## config.mk

```make
export PLATFORM = sky130hd
export DESIGN_NAME = cash_dispenser
export DESIGN_NICKNAME = d
export VERILOG_FILES = /design/src/rtl/cash_dispenser.sv
export SDC_FILE = /design/constraint.sdc
export NUM_CORES = 1
export LEC_CHECK = 0
export ABC_AREA = 1
export ABC_CLOCK_PERIOD_IN_PS = 2400
export CAP_MARGIN = 20
export CORE_MARGIN = 1.5
export CORE_UTILIZATION = 30
export CTS_CLUSTER_DIAMETER = 150
export DETAILED_ROUTE_END_ITERATION = 6
export PLACE_DENSITY = 0.51
export SLEW_MARGIN = 20
export SYNTH_ARGS = -nofsm -noshare
export SYNTH_HDL_FRONTEND = slang
export SYNTH_SLANG_ARGS = --single-unit
export TNS_END_PERCENT = 10
```

## constraint.sdc

```tcl
create_clock -name clk -period 2.4 [get_ports clk]
set_input_delay 0.48 -clock clk [delete_from_list [all_inputs] [get_ports clk]]
set_output_delay 0.48 -clock clk [all_outputs]
set_load 0.05 [all_outputs]
```

## src/rtl/cash_dispenser.sv

```systemverilog
// Greedy 200/100/50 note planner and one-note-at-a-time feeder; optional refill input under DISP_REFILL_EN.
// Latency: CHECK 1 cycle, PLAN one note per cycle; the feeder holds note_req until note_ack or ACK_TIMEOUT.
module cash_dispenser #(
  parameter int BALANCE_WIDTH = 20,
  parameter int CNT_WIDTH     = 8,
  parameter int NOTES_INIT    = 100,
  parameter int MAX_AMOUNT    = 2000,
  parameter int ACK_TIMEOUT   = 255
) (
  input  logic                     clk,
  input  logic                     rst,
`ifdef DISP_REFILL_EN
  input  logic                     refill,
`endif
  input  logic                     dispense_req,
  input  logic [BALANCE_WIDTH-1:0] amount,
  input  logic                     note_ack,
  output logic                     note_req,
  output logic [1:0]               note_sel,
  output logic                     busy,
  output logic                     done,
  output logic                     fail,
  output logic [1:0]               error_code,
  output logic [CNT_WIDTH-1:0]     avail_200,
  output logic [CNT_WIDTH-1:0]     avail_100,
  output logic [CNT_WIDTH-1:0]     avail_50
);

  localparam int TMO_W = $clog2(ACK_TIMEOUT + 1);

  localparam logic [BALANCE_WIDTH-1:0] D200       = BALANCE_WIDTH'(200);
  localparam logic [BALANCE_WIDTH-1:0] D100       = BALANCE_WIDTH'(100);
  localparam logic [BALANCE_WIDTH-1:0] D50        = BALANCE_WIDTH'(50);
  localparam logic [BALANCE_WIDTH-1:0] AMT_MAX    = BALANCE_WIDTH'(MAX_AMOUNT);
  localparam logic [CNT_WIDTH-1:0]     STOCK_INIT = CNT_WIDTH'(NOTES_INIT);
  localparam logic [CNT_WIDTH-1:0]     CNT_ONE    = CNT_WIDTH'(1);
  localparam logic [TMO_W-1:0]         TMO_LAST   = TMO_W'(ACK_TIMEOUT - 1);
  localparam logic [TMO_W-1:0]         TMO_ONE    = TMO_W'(1);

  typedef enum logic [2:0] {
    S_IDLE,
    S_CHECK,
    S_PLAN,
    S_DISPENSE,
    S_GAP,
    S_DONE,
    S_ERR
  } state_t;

  state_t                   state;
  logic [BALANCE_WIDTH-1:0] rem;
  logic [CNT_WIDTH-1:0]     plan_200;
  logic [CNT_WIDTH-1:0]     plan_100;
  logic [CNT_WIDTH-1:0]     plan_50;
  logic [TMO_W-1:0]         tmo_cnt;

  logic       can_200;
  logic       can_100;
  logic       can_50;
  logic       plan_empty;
  logic [1:0] first_sel;
  logic       refill_now;

  // A denomination is pickable only while stock still covers what is already planned.
  always_comb begin
    can_200    = (rem >= D200) && (plan_200 < avail_200);
    can_100    = (rem >= D100) && (plan_100 < avail_100);
    can_50     = (rem >= D50)  && (plan_50  < avail_50);
    plan_empty = (plan_200 == '0) && (plan_100 == '0) && (plan_50 == '0);
    first_sel  = 2'd2;
    if (plan_200 != '0) begin
      first_sel = 2'd0;
    end else if (plan_100 != '0) begin
      first_sel = 2'd1;
    end
  end

`ifdef DISP_REFILL_EN
  assign refill_now = refill && (state == S_IDLE);
`else
  assign refill_now = 1'b0;
`endif

  always_ff @(posedge clk or negedge rst) begin
    if (!rst) begin
      state      <= S_IDLE;
      rem        <= '0;
      plan_200   <= '0;
      plan_100   <= '0;
      plan_50    <= '0;
      tmo_cnt    <= '0;
      note_req   <= 1'b0;
      note_sel   <= 2'd0;
      busy       <= 1'b0;
      done       <= 1'b0;
      fail       <= 1'b0;
      error_code <= 2'd0;
      avail_200  <= STOCK_INIT;
      avail_100  <= STOCK_INIT;
      avail_50   <= STOCK_INIT;
    end else begin
      done <= 1'b0;
      fail <= 1'b0;

      // Refill lands on the same edge as an accept, so PLAN sees the new stock.
      if (refill_now) begin
        avail_200 <= STOCK_INIT;
        avail_100 <= STOCK_INIT;
        avail_50  <= STOCK_INIT;
      end

      case (state)
        S_IDLE: begin
          if (dispense_req) begin
            rem        <= amount;
            plan_200   <= '0;
            plan_100   <= '0;
            plan_50    <= '0;
            error_code <= 2'd0;
            busy       <= 1'b1;
            state      <= S_CHECK;
          end
        end

        S_CHECK: begin
          if ((rem == '0) || (rem > AMT_MAX)) begin
            error_code <= 2'd1;
            fail       <= 1'b1;
            busy       <= 1'b0;
            state      <= S_ERR;
          end else begin
            state <= S_PLAN;
          end
        end

        S_PLAN: begin
          if (can_200) begin
            rem      <= rem - D200;
            plan_200 <= plan_200 + CNT_ONE;
          end else if (can_100) begin
            rem      <= rem - D100;
            plan_100 <= plan_100 + CNT_ONE;
          end else if (can_50) begin
            rem     <= rem - D50;
            plan_50 <= plan_50 + CNT_ONE;
          end else if (rem == '0) begin
            note_req <= 1'b1;
            note_sel <= first_sel;
            tmo_cnt  <= '0;
            state    <= S_DISPENSE;
          end else begin
            error_code <= 2'd2;
            fail       <= 1'b1;
            busy       <= 1'b0;
            state      <= S_ERR;
          end
        end

        S_DISPENSE: begin
          if (note_req && note_ack) begin
            case (note_sel)
              2'd0: begin
                plan_200  <= plan_200 - CNT_ONE;
                avail_200 <= avail_200 - CNT_ONE;
              end
              2'd1: begin
                plan_100  <= plan_100 - CNT_ONE;
                avail_100 <= avail_100 - CNT_ONE;
              end
              2'd2: begin
                plan_50  <= plan_50 - CNT_ONE;
                avail_50 <= avail_50 - CNT_ONE;
              end
              default: ;
            endcase
            note_req <= 1'b0;
            state    <= S_GAP;
          end else if (tmo_cnt == TMO_LAST) begin
            note_req   <= 1'b0;
            error_code <= 2'd3;
            fail       <= 1'b1;
            busy       <= 1'b0;
            state      <= S_ERR;
          end else begin
            tmo_cnt <= tmo_cnt + TMO_ONE;
          end
        end

        S_GAP: begin
          if (plan_empty) begin
            done  <= 1'b1;
            busy  <= 1'b0;
            state <= S_DONE;
          end else begin
            note_req <= 1'b1;
            note_sel <= first_sel;
            tmo_cnt  <= '0;
            state    <= S_DISPENSE;
          end
        end

        S_DONE:  state <= S_IDLE;
        S_ERR:   state <= S_IDLE;
        default: state <= S_IDLE;
      endcase
    end
  end

endmodule

```

==> flow_metrics.env, run 1 <==
export IMPL_status="finished clean"
export IMPL_clkPwrFrac_pct=12.7
export IMPL_leakagePower_nw=4.68
export IMPL_cp_startpoint="avail_100[6]"
export IMPL_clock_sinks=87
export IMPL_die_h_um=163
export IMPL_syn_area_um2=7680
export IMPL_finalPower_mw=11.7
export IMPL_numPortBuffers=55
export IMPL_p_per_area_nw_per_um2=1250
export IMPL_fmax_mhz=437
export IMPL_cts_buffers=9
export IMPL_dr_total_vias=7049
export IMPL_period_needed_ns=2.29
export IMPL_synth_async_sr_flop_share_pct=100
export IMPL_cts_tree="built"
export IMPL_coreArea_um2=25200
export IMPL_cap_violations=0
export IMPL_cp_slowest_cell="clkdlybuf4s50_1"
export IMPL_setup_worst_path_end_class="output pin"
export IMPL_setup_viol=0
export IMPL_ctsHoldBuffers=0
export IMPL_rows=58
export IMPL_slew_viol_final=0
export IMPL_wl_per_cell_um=13.8
export IMPL_viasPerCell=4.58
export IMPL_reg2reg_from="avail_100[5]"
export IMPL_placedCellCount=1511
export IMPL_syn_mean_instance_area_um2=6.90
export IMPL_drc=0
export IMPL_gp_congestion=0.866
export IMPL_whs_ns=0.138
export IMPL_dp_slack_ns=0.0528
export IMPL_postRouteAntennaNets=0
export IMPL_ys_types=46
export IMPL_required_ns=1.92
export IMPL_netlist_instances=1113
export IMPL_fin_crit_sh_pct=95.3
export IMPL_synth_edf_count=0
export IMPL_yosys_warnings=0
export IMPL_synth_seq_cells=87
export IMPL_clockBufferDepth=2
export IMPL_insertion_delay_ns=0.36
export IMPL_synth_nets=1195
export IMPL_share_seq_of_total_power_pct=22.7
export IMPL_worstPathMaxFanout=3
export IMPL_p_int_mw=5.56
export IMPL_drt_first_iter_violations=320
export IMPL_hold_path_class="in2async"
export IMPL_rsz0062_at_grt="yes"
export IMPL_ioPinCount=56
export IMPL_arrival_ns=1.81
export IMPL_swShare_pct=52.3
export IMPL_crit_chain="buf_4 > clkdlybuf4s50_1"
export IMPL_initial_core_util_pct=30.5
export IMPL_n_antenna_cell=0
export IMPL_layout_nets=1285
export IMPL_relSlewSlack_pct=60.1
export IMPL_finClkSkew_ns=0.0122
export IMPL_critPathMaxStageDelay_ns=0.79
export IMPL_die_x_um=163
export IMPL_p_switching_mw=6.10
export IMPL_routed_wl_um=21200
export IMPL_drive_gt1_share_pct=15.6
export IMPL_synthToLayoutAreaGrowth_pct=21.4
export IMPL_grt_max_degree=41
export IMPL_grt_antenna_before_repair=0
export IMPL_grt_overflow=0
export IMPL_p_comb_share_pct=64.6
export IMPL_grt_pass1_vias=6814
export IMPL_htree_levels=3
export IMPL_grt_total_usage_pct=16.7
export IMPL_dp_hpwl_um=16000
export IMPL_first_pass_iters=4
export IMPL_finalHoldViolCount=0
export IMPL_synthFlopType="dfrtp_1"
export IMPL_start_kind="flop"
export IMPL_tightestPinTransition_ns=0.598
export IMPL_seq_area_frac_synth_pct=28.5
export IMPL_grt_pass1_wl_um=35300
export IMPL_final_cell_count_no_fill=1538
export IMPL_path_clk_slew_ns=0.08
export IMPL_setup_ws_ns=0.114
export IMPL_die_area_um2=26600
export IMPL_critPathKind="reg2out"
export IMPL_irDropWorstVdd_mv=0.788
export IMPL_clock_root_buffer="clkbuf_16"
==> critical path, delay by kind of cell, from the launching register on <==
kind | cells | cell delay, ns
buffers and inverters | 2 | 0.91
DFF | 1 | 0.54
==> power groups by stage <==
stage / Clock, mW / Combinational (mW) / Sequential [mW]
after detailed placement: 0 / 7.38 / 2.66
after global routing: 1.58 / 8.56 / 2.73
after floorplan: 0 / 5.30 / 2.79
after CTS: 1.54 / 7.42 / 2.64
final: 1.48 / 7.53 / 2.65
after global placement: 0 / 7.35 / 2.66
==> final timing paths <==
check / end / slack (ns) / cells past startpoint
max in group asynchronous: tmo_cnt[7] / 1.51 / 2
worst min register to register: avail_100[3] / 0.51 / 1
min in group clk: avail_100[3] / 0.51 / 1
worst min-delay path: rem[5] / 0.14 / 1
worst max-delay path: avail_100[6] / 0.11 / 2
worst max register to register: rem[16] / 0.14 / 15
==> routing by layer <==
layer | wire length, µm | GRT usage [%]
met2 | 10000 | 28.4
met5 | 0 | 0
met4 | 331 | 4.00
met1 | 10100 | 22.2
met3 | 714 | 2.50
==> layout make-up <==
type	count	area [µm²]
Sequential cell	87	2190
Clock inverter	6	68.8
Fill cell	2688	15900
Clock buffer	10	229
Multi-Input combinational cell	876	4950
Timing Repair Buffer	107	1000
Inverter	122	464
Tap cell	330	413
==> metrics by stage <==
step	area [µm²]	TNS [ns]	utilization (%)
floorplan	7760	-0.533	-
global placement	8860	0	35.2
detailed placement	8860	0	35.2
CTS	9160	0	36.4
global route	9320	-0.173	37.0
finish	9320	0	37.0
==> cells in the mapped netlist, types with 4 or more instances <==
library cell	n	area [µm²]
nand2_1	375	1410
inv_1	108	405
nor2_1	99	372
nand3_1	96	480
dfrtp_1	78	1950
xor2_1	61	534
ha_1	55	688
a21oi_1	31	155
nor2_2	24	150
o21ai_1	20	100
o21ai_0	14	70.1
inv_2	13	48.8
buf_2	12	60.1
nand2_2	12	75.1
nor2_4	11	124
nor3_1	11	55.1
buf_6	10	113
nand4_1	10	62.6
dfstp_2	9	236
xnor2_1	8	70.1
or2_2	7	43.8
o211ai_1	6	45.0
nand3_2	5	50.1
nand3b_1	4	30.0
==> sequential cells by signal, summed over array words and instances (netlist names) <==
signal / cells
busy: 1
avail_100: 8
done: 1
error_code: 2
rem: 20
plan_200: 8
plan_100: 8
note_req: 1
avail_200: 8
fail: 1
note_sel: 2
tmo_cnt: 8
state: 3
avail_50: 8
plan_50: 8
==> cell families (layout without fill, tap and decap cells) <==
family                     after synthesis  count (layout)  synth area share (%)
xor gates and xnor gates                69              69                  7.87
AOI/OAI and AO/OA                       81              81                  6.06
adders and majority gates               58              58                  9.75
buffers and inverters                  150             245                  8.66
and+or+nand+nor                        667             667                  39.0
muxes                                    1               1                 0.147
DFF                                     87              87                  28.5
==> layout by cell type, fill, tap and decap left out, types with 20 or more instances in the layout <==
| cell type | n |
|---|---|
| buf_4 | 43 |
| dfrtp_1 | 78 |
| nor2_1 | 97 |
| xor2_1 | 61 |
| ha_1 | 46 |
| o21ai_1 | 20 |
| a21oi_1 | 30 |
| nand3_1 | 96 |
| inv_1 | 101 |
| nor2_2 | 23 |
| nand2_1 | 371 |
| clkdlybuf4s50_1 | 54 |
==> what timing repair did <==
item,in CTS,in global routing
setup endpoints to repair,0,45
gates resized for setup,0,26
buffers inserted,0,11
(Power assumes the default switching activity.)
==> inputs of run 2 (changes only) <==
Settings changed: ABC_AREA 1 to default, PLACE_DENSITY 0.51 to 0.52.
==> flow_metrics.env, run 2 <==
export IMPL_finClkSkew_ns=0.0101
export IMPL_setup_viol=60
export IMPL_drc=0
export IMPL_die_area_um2=21200
export IMPL_coreArea_um2=19700
export IMPL_grt_antenna_before_repair=0
export IMPL_p_comb_share_pct=64.3
export IMPL_clockBufferDepth=2
export IMPL_synthFlopType="dfrtp_1"
export IMPL_drive_gt1_share_pct=31.8
export IMPL_grt_overflow=0
export IMPL_arrival_ns=3.20
export IMPL_rsz0062_at_grt="yes"
export IMPL_irDropWorstVdd_mv=0.412
export IMPL_layout_common_cells="buf_4, dfrtp_1, nand2_1, clkdlybuf4s50_1, ha_1"
export IMPL_start_kind="flop"
export IMPL_cap_violations=0
export IMPL_wl_per_cell_um=14.5
export IMPL_dp_slack_ns=-0.580
export IMPL_n_antenna_cell=0
export IMPL_yosys_warnings=0
export IMPL_synth_edf_count=0
export IMPL_ctsHoldBuffers=0
export IMPL_crit_chain="or4_4 > or4_4 > o32ai_2 > nor3_2 > or3_4 > and2_4 > and3_4 > a211o_1"
export IMPL_numPortBuffers=55
export IMPL_die_h_um=146
export IMPL_dr_total_vias=5822
export IMPL_viasPerCell=4.83
export IMPL_relSlewSlack_pct=55.8
export IMPL_routed_wl_um=17500
export IMPL_p_int_mw=6.25
export IMPL_synth_async_sr_flop_share_pct=100
export IMPL_synth_largest_area_cell="dfrtp_1"
export IMPL_slew_viol_final=0
export IMPL_first_pass_iters=5
export IMPL_cts_tree="built"
export IMPL_clkPwrFrac_pct=14.8
export IMPL_ys_types=74
export IMPL_clock_sinks=87
export IMPL_leakagePower_nw=4.22
export IMPL_grt_max_degree=45
export IMPL_drt_first_iter_violations=326
export IMPL_ioPinCount=56
export IMPL_largest_register_ffs=20
export IMPL_synth_top_area_share_pct=32.0
export IMPL_mostFrequentLayoutCell="buf_4"
export IMPL_finalPower_mw=11.0
export IMPL_grt_total_usage_pct=17.0
export IMPL_tightestPinTransition_ns=0.655
export IMPL_synth_seq_cells=87
export IMPL_netlist_instances=692
export IMPL_regMostFlops="rem"
export IMPL_p_switching_mw=4.73
export IMPL_insertion_delay_ns=0.35
export IMPL_finalHoldViolCount=0
export IMPL_layout_nets=1018
export IMPL_syn_area_um2=6090
export IMPL_fin_crit_sh_pct=123
export IMPL_period_needed_ns=2.96
export IMPL_share_seq_of_total_power_pct=21.0
export IMPL_htree_levels=3
export IMPL_die_x_um=146
export IMPL_synth_area_leaders="dfrtp_1, ha_1, xnor2_1"
export IMPL_critPathMaxStageDelay_ns=0.62
export IMPL_syn_mean_instance_area_um2=8.81
export IMPL_synth_nets=774
export IMPL_cp_slowest_cell="or4_4"
export IMPL_fmax_mhz=337
export IMPL_hold_path_class="in2async"
export IMPL_setup_ws_ns=-0.563
export IMPL_cp_buffers_inverters=0
export IMPL_cpMostUsedCell="or4_4"
export IMPL_path_clk_slew_ns=0.06
export IMPL_yosysMostFrequentCell="dfrtp_1"
export IMPL_gp_congestion=0.843
export IMPL_postRouteAntennaNets=0
export IMPL_worstPathMaxFanout=7
export IMPL_synthToLayoutAreaGrowth_pct=49.0
export IMPL_cts_buffers=9
export IMPL_initial_core_util_pct=30.9
export IMPL_rows=51
export IMPL_grt_pass1_wl_um=28900
export IMPL_grt_pass1_vias=5799
export IMPL_synthTopCellsByCount="dfrtp_1, nand2_1, nor2_1"
export IMPL_violations="negative setup slack"
export IMPL_critPathKind="reg2reg"
export IMPL_clock_root_buffer="clkbuf_16"
export IMPL_path_delay_family="simple AND/OR/NAND/NOR gates"
export IMPL_swShare_pct=43.1
export IMPL_finish_utilization_pct=46.1
export IMPL_dp_hpwl_um=13600
export IMPL_status="finished, violations left"
export IMPL_seq_area_frac_synth_pct=35.9
export IMPL_p_per_area_nw_per_um2=1210
export IMPL_setup_worst_path_end_class="flop"
export IMPL_required_ns=2.63
run 2: layout make-up:
| cell class | instances | area (µm²) |
|---|---|---|
| Fill cell | 1893 | 10600 |
| Multi-Input combinational cell | 529 | 3910 |
| Sequential cell | 87 | 2190 |
| Timing Repair Buffer | 257 | 2110 |
| Tap cell | 265 | 332 |
| Clock buffer | 11 | 233 |
| Inverter | 52 | 199 |
| Clock inverter | 5 | 106 |
run 2: power by group through the flow:
stage	Sequential (mW)	Combinational, mW	Clock (mW)
final	2.30	7.06	1.62
after global routing	2.36	7.80	1.72
after CTS	2.29	6.82	1.67
after detailed placement	2.32	6.62	0
after global placement	2.30	6.61	0
after floorplan	2.63	3.25	0
run 2: worst paths after layout:
path / slack [ns] / startpoint / end / cells after the start
worst max-delay path: -0.56 / rem[16] / rem[12] / 8
min in group clk: 0.50 / busy / busy / 1
worst min-delay path: 0.04 / rst / plan_200[5] / 1
worst max register to register: -0.56 / rem[16] / rem[12] / 8
max in group asynchronous: 1.68 / rst / avail_50[6] / 2
worst min register to register: 0.50 / busy / busy / 1
run 2: layer usage:
metal | up-vias | part of all wire (%) | track usage, %
met3 | 7 | 2.8 | 3.29
met1 | 2737 | 50 | 23.2
met5 | - | 0 | 0
li1 | 2990 | - | -
met2 | 88 | 47 | 28.0
met4 | 0 | 0.66 | 3.11
run 2: worst reg2reg max path, delay by kind of cell (launching register included):
| kind | cells | cell delay, ns |
|---|---|---|
| AND/OR/NAND/NOR | 6 | 1.97 |
| AO/OA/AOI/OAI | 2 | 0.51 |
| flip-flops | 1 | 0.37 |
run 2: what timing repair did:
item                                    4_1_cts  5_1_grt
cloned                                        0        1
pin swaps                                    18       13
buffers inserted                              1        1
endpoints found under the setup margin       66       65
gates resized for setup                      23       35
run 2: logic make-up after synthesis:
group / after synthesis / synth area share [%]
compound gates: 187 / 20.7
xor+xnor: 44 / 6.32
fa+ha+maj: 58 / 12.3
buf+inv: 76 / 5.01
flops: 87 / 35.9
mux: 5 / 0.862
simple gates: 235 / 18.9
run 2: through the flow:
step	hold WS, ns	cells	TNS [ns]	cell area, µm²
after floorplan	0.184	692	-19.53	6160
after global placement	0.425	1187	-22.60	8450
after detailed placement	0.421	1187	-24.30	8450
after CTS	0.0424	1204	-22.93	8900
after global routing	0.0576	1206	-28.82	9080
final	0.0445	1206	-22.54	9080
==> inputs of run 3 (changes only) <==
Settings changed: CORE_ASPECT_RATIO from default to 1.2.
==> flow_metrics.env, run 3 (same netlist as run 2, synthesis figures left out) <==
export IMPL_status="finished, violations left"
export IMPL_violations="negative setup slack"
export IMPL_path_clk_slew_ns=0.06
export IMPL_wl_per_cell_um=14.5
export IMPL_finClkSkew_ns=0.00935
export IMPL_insertion_delay_ns=0.36
export IMPL_dr_total_vias=5854
export IMPL_largest_register_ffs=20
export IMPL_finalHoldViolCount=0
export IMPL_leakagePower_nw=4.19
export IMPL_layout_common_cells="buf_4, dfrtp_1, nand2_1, nor2_1, clkdlybuf4s50_1"
export IMPL_cap_violations=0
export IMPL_cts_tree="built"
export IMPL_start_kind="flop"
export IMPL_critPathMaxStageDelay_ns=0.60
export IMPL_final_cell_count_no_fill=1193
export IMPL_slew_viol_final=0
export IMPL_numPortBuffers=55
export IMPL_grt_antenna_before_repair=0
export IMPL_postRouteAntennaNets=0
export IMPL_coreArea_um2=19800
export IMPL_whs_ns=0.0988
export IMPL_finalPower_mw=10.9
export IMPL_n_antenna_cell=0
export IMPL_cp_slowest_cell="or4_4"
export IMPL_grt_max_degree=39
export IMPL_die_area_um2=21200
export IMPL_p_per_area_nw_per_um2=1210
export IMPL_drt_first_iter_violations=204
export IMPL_gp_congestion=0.849
export IMPL_routed_wl_um=17300
export IMPL_die_x_um=133
export IMPL_relSlewSlack_pct=57.1
export IMPL_viasPerCell=4.91
export IMPL_drc=0
export IMPL_clock_sinks=87
export IMPL_dp_hpwl_um=13600
export IMPL_rows=56
export IMPL_initial_core_util_pct=30.8
export IMPL_ctsHoldBuffers=0
export IMPL_htree_levels=3
export IMPL_first_pass_iters=4
export IMPL_setup_viol=60
export IMPL_irDropWorstVdd_mv=0.599
export IMPL_crit_chain="or4_4 > or4_4 > a31oi_4 > o22ai_1 > or3_4 > and2_4 > and3_4 > a311oi_2"
export IMPL_drive_gt1_share_pct=32.4
export IMPL_rsz0062_at_grt="yes"
export IMPL_fmax_mhz=336
export IMPL_tightestPinTransition_ns=0.637
export IMPL_critPathKind="reg2reg"
export IMPL_arrival_ns=3.23
export IMPL_grt_pass1_vias=5901
export IMPL_grt_overflow=0
export IMPL_fin_crit_sh_pct=124
export IMPL_required_ns=2.65
export IMPL_cts_buffers=9
export IMPL_die_h_um=159
export IMPL_setup_worst_path_end_class="flop"
export IMPL_synthToLayoutAreaGrowth_pct=48.6
export IMPL_regMostFlops="rem"
export IMPL_grt_total_usage_pct=17.0
export IMPL_mostFrequentLayoutCell="buf_4"
export IMPL_fillerInstances=2001
export IMPL_grt_pass1_wl_um=28800
export IMPL_placedCellCount=1172
export IMPL_cp_buffers_inverters=0
export IMPL_clock_root_buffer="clkbuf_16"
export IMPL_path_delay_family="simple AND/OR/NAND/NOR gates"
export IMPL_worstPathMaxFanout=6
export IMPL_period_needed_ns=2.98
export IMPL_clockBufferDepth=2
export IMPL_hold_path_class="in2async"
export IMPL_setup_ws_ns=-0.580
export IMPL_cpMostUsedCell="or4_4"
export IMPL_layout_nets=1009
export IMPL_ioPinCount=56
## run 3: changes by cell type in the layout (fill, tap and decap cells not counted), sizes merged
cell	previous run	this run
clkinv	1	3
buf	203	194
clkbuf	11	12
bufinv	3	1
clkinvlp	2	1
## run 3: final cells by class
cell class	instances	area, µm²	area share, %
multi-input combinational	529	3990	44.0
sequential	87	2190	24.2
timing repair buffer	248	2060	22.7
tap	261	327	3.61
clock buffer	12	246	2.72
inverter	52	199	2.20
clock inverter	4	45.0	0.498
## run 3: worst paths after layout
check / startpoint / slack (ns) / end / cells past startpoint
setup / recovery: rem[15] / -0.58 / rem[16] / 8
hold / removal: rst / 0.1 / plan_50[6] / 1
setup reg to reg: rem[15] / -0.58 / rem[16] / 8
hold reg to reg: busy / 0.49 / busy / 1
max in group asynchronous: rst / 1.64 / rem[16] / 2
min in group clk: busy / 0.49 / busy / 1
## run 3: power by group
part / total, mW / leakage (nW) / internal [mW] / switching (mW)
clock: 1.44 / 0.146 / 0.831 / 0.609
sequential: 2.31 / 1.08 / 1.94 / 0.366
combinational: 7.16 / 2.96 / 3.34 / 3.82
## run 3: what timing repair did
action,4_1_cts,5_1_grt
gates resized for setup,30,54
pin swaps,20,17
cloned,0,0
setup buffers,2,3
setup endpoints to repair,65,66
## run 3: layer usage
layer	GRT usage [%]	share of wire, %	wire length, µm
met4	5.73	1.9	334
met1	20.8	45	7730
met5	0	0	0
met3	2.26	2.4	422
met2	30.4	51	8850
## run 3: metrics by stage
stage / cell area, µm² / setup WS [ns] / utilization, % / setup TNS (ns)
2_1_floorplan: 6160 / -0.540 / - / -19.53
3_3_place_gp: 8350 / -0.521 / 42.2 / -22.18
3_5_place_dp: 8350 / -0.556 / 42.2 / -23.50
4_1_cts: 8800 / -0.534 / 44.5 / -22.08
5_1_grt: 9050 / -0.680 / 45.8 / -28.05
6_report: 9050 / -0.580 / 45.8 / -21.53
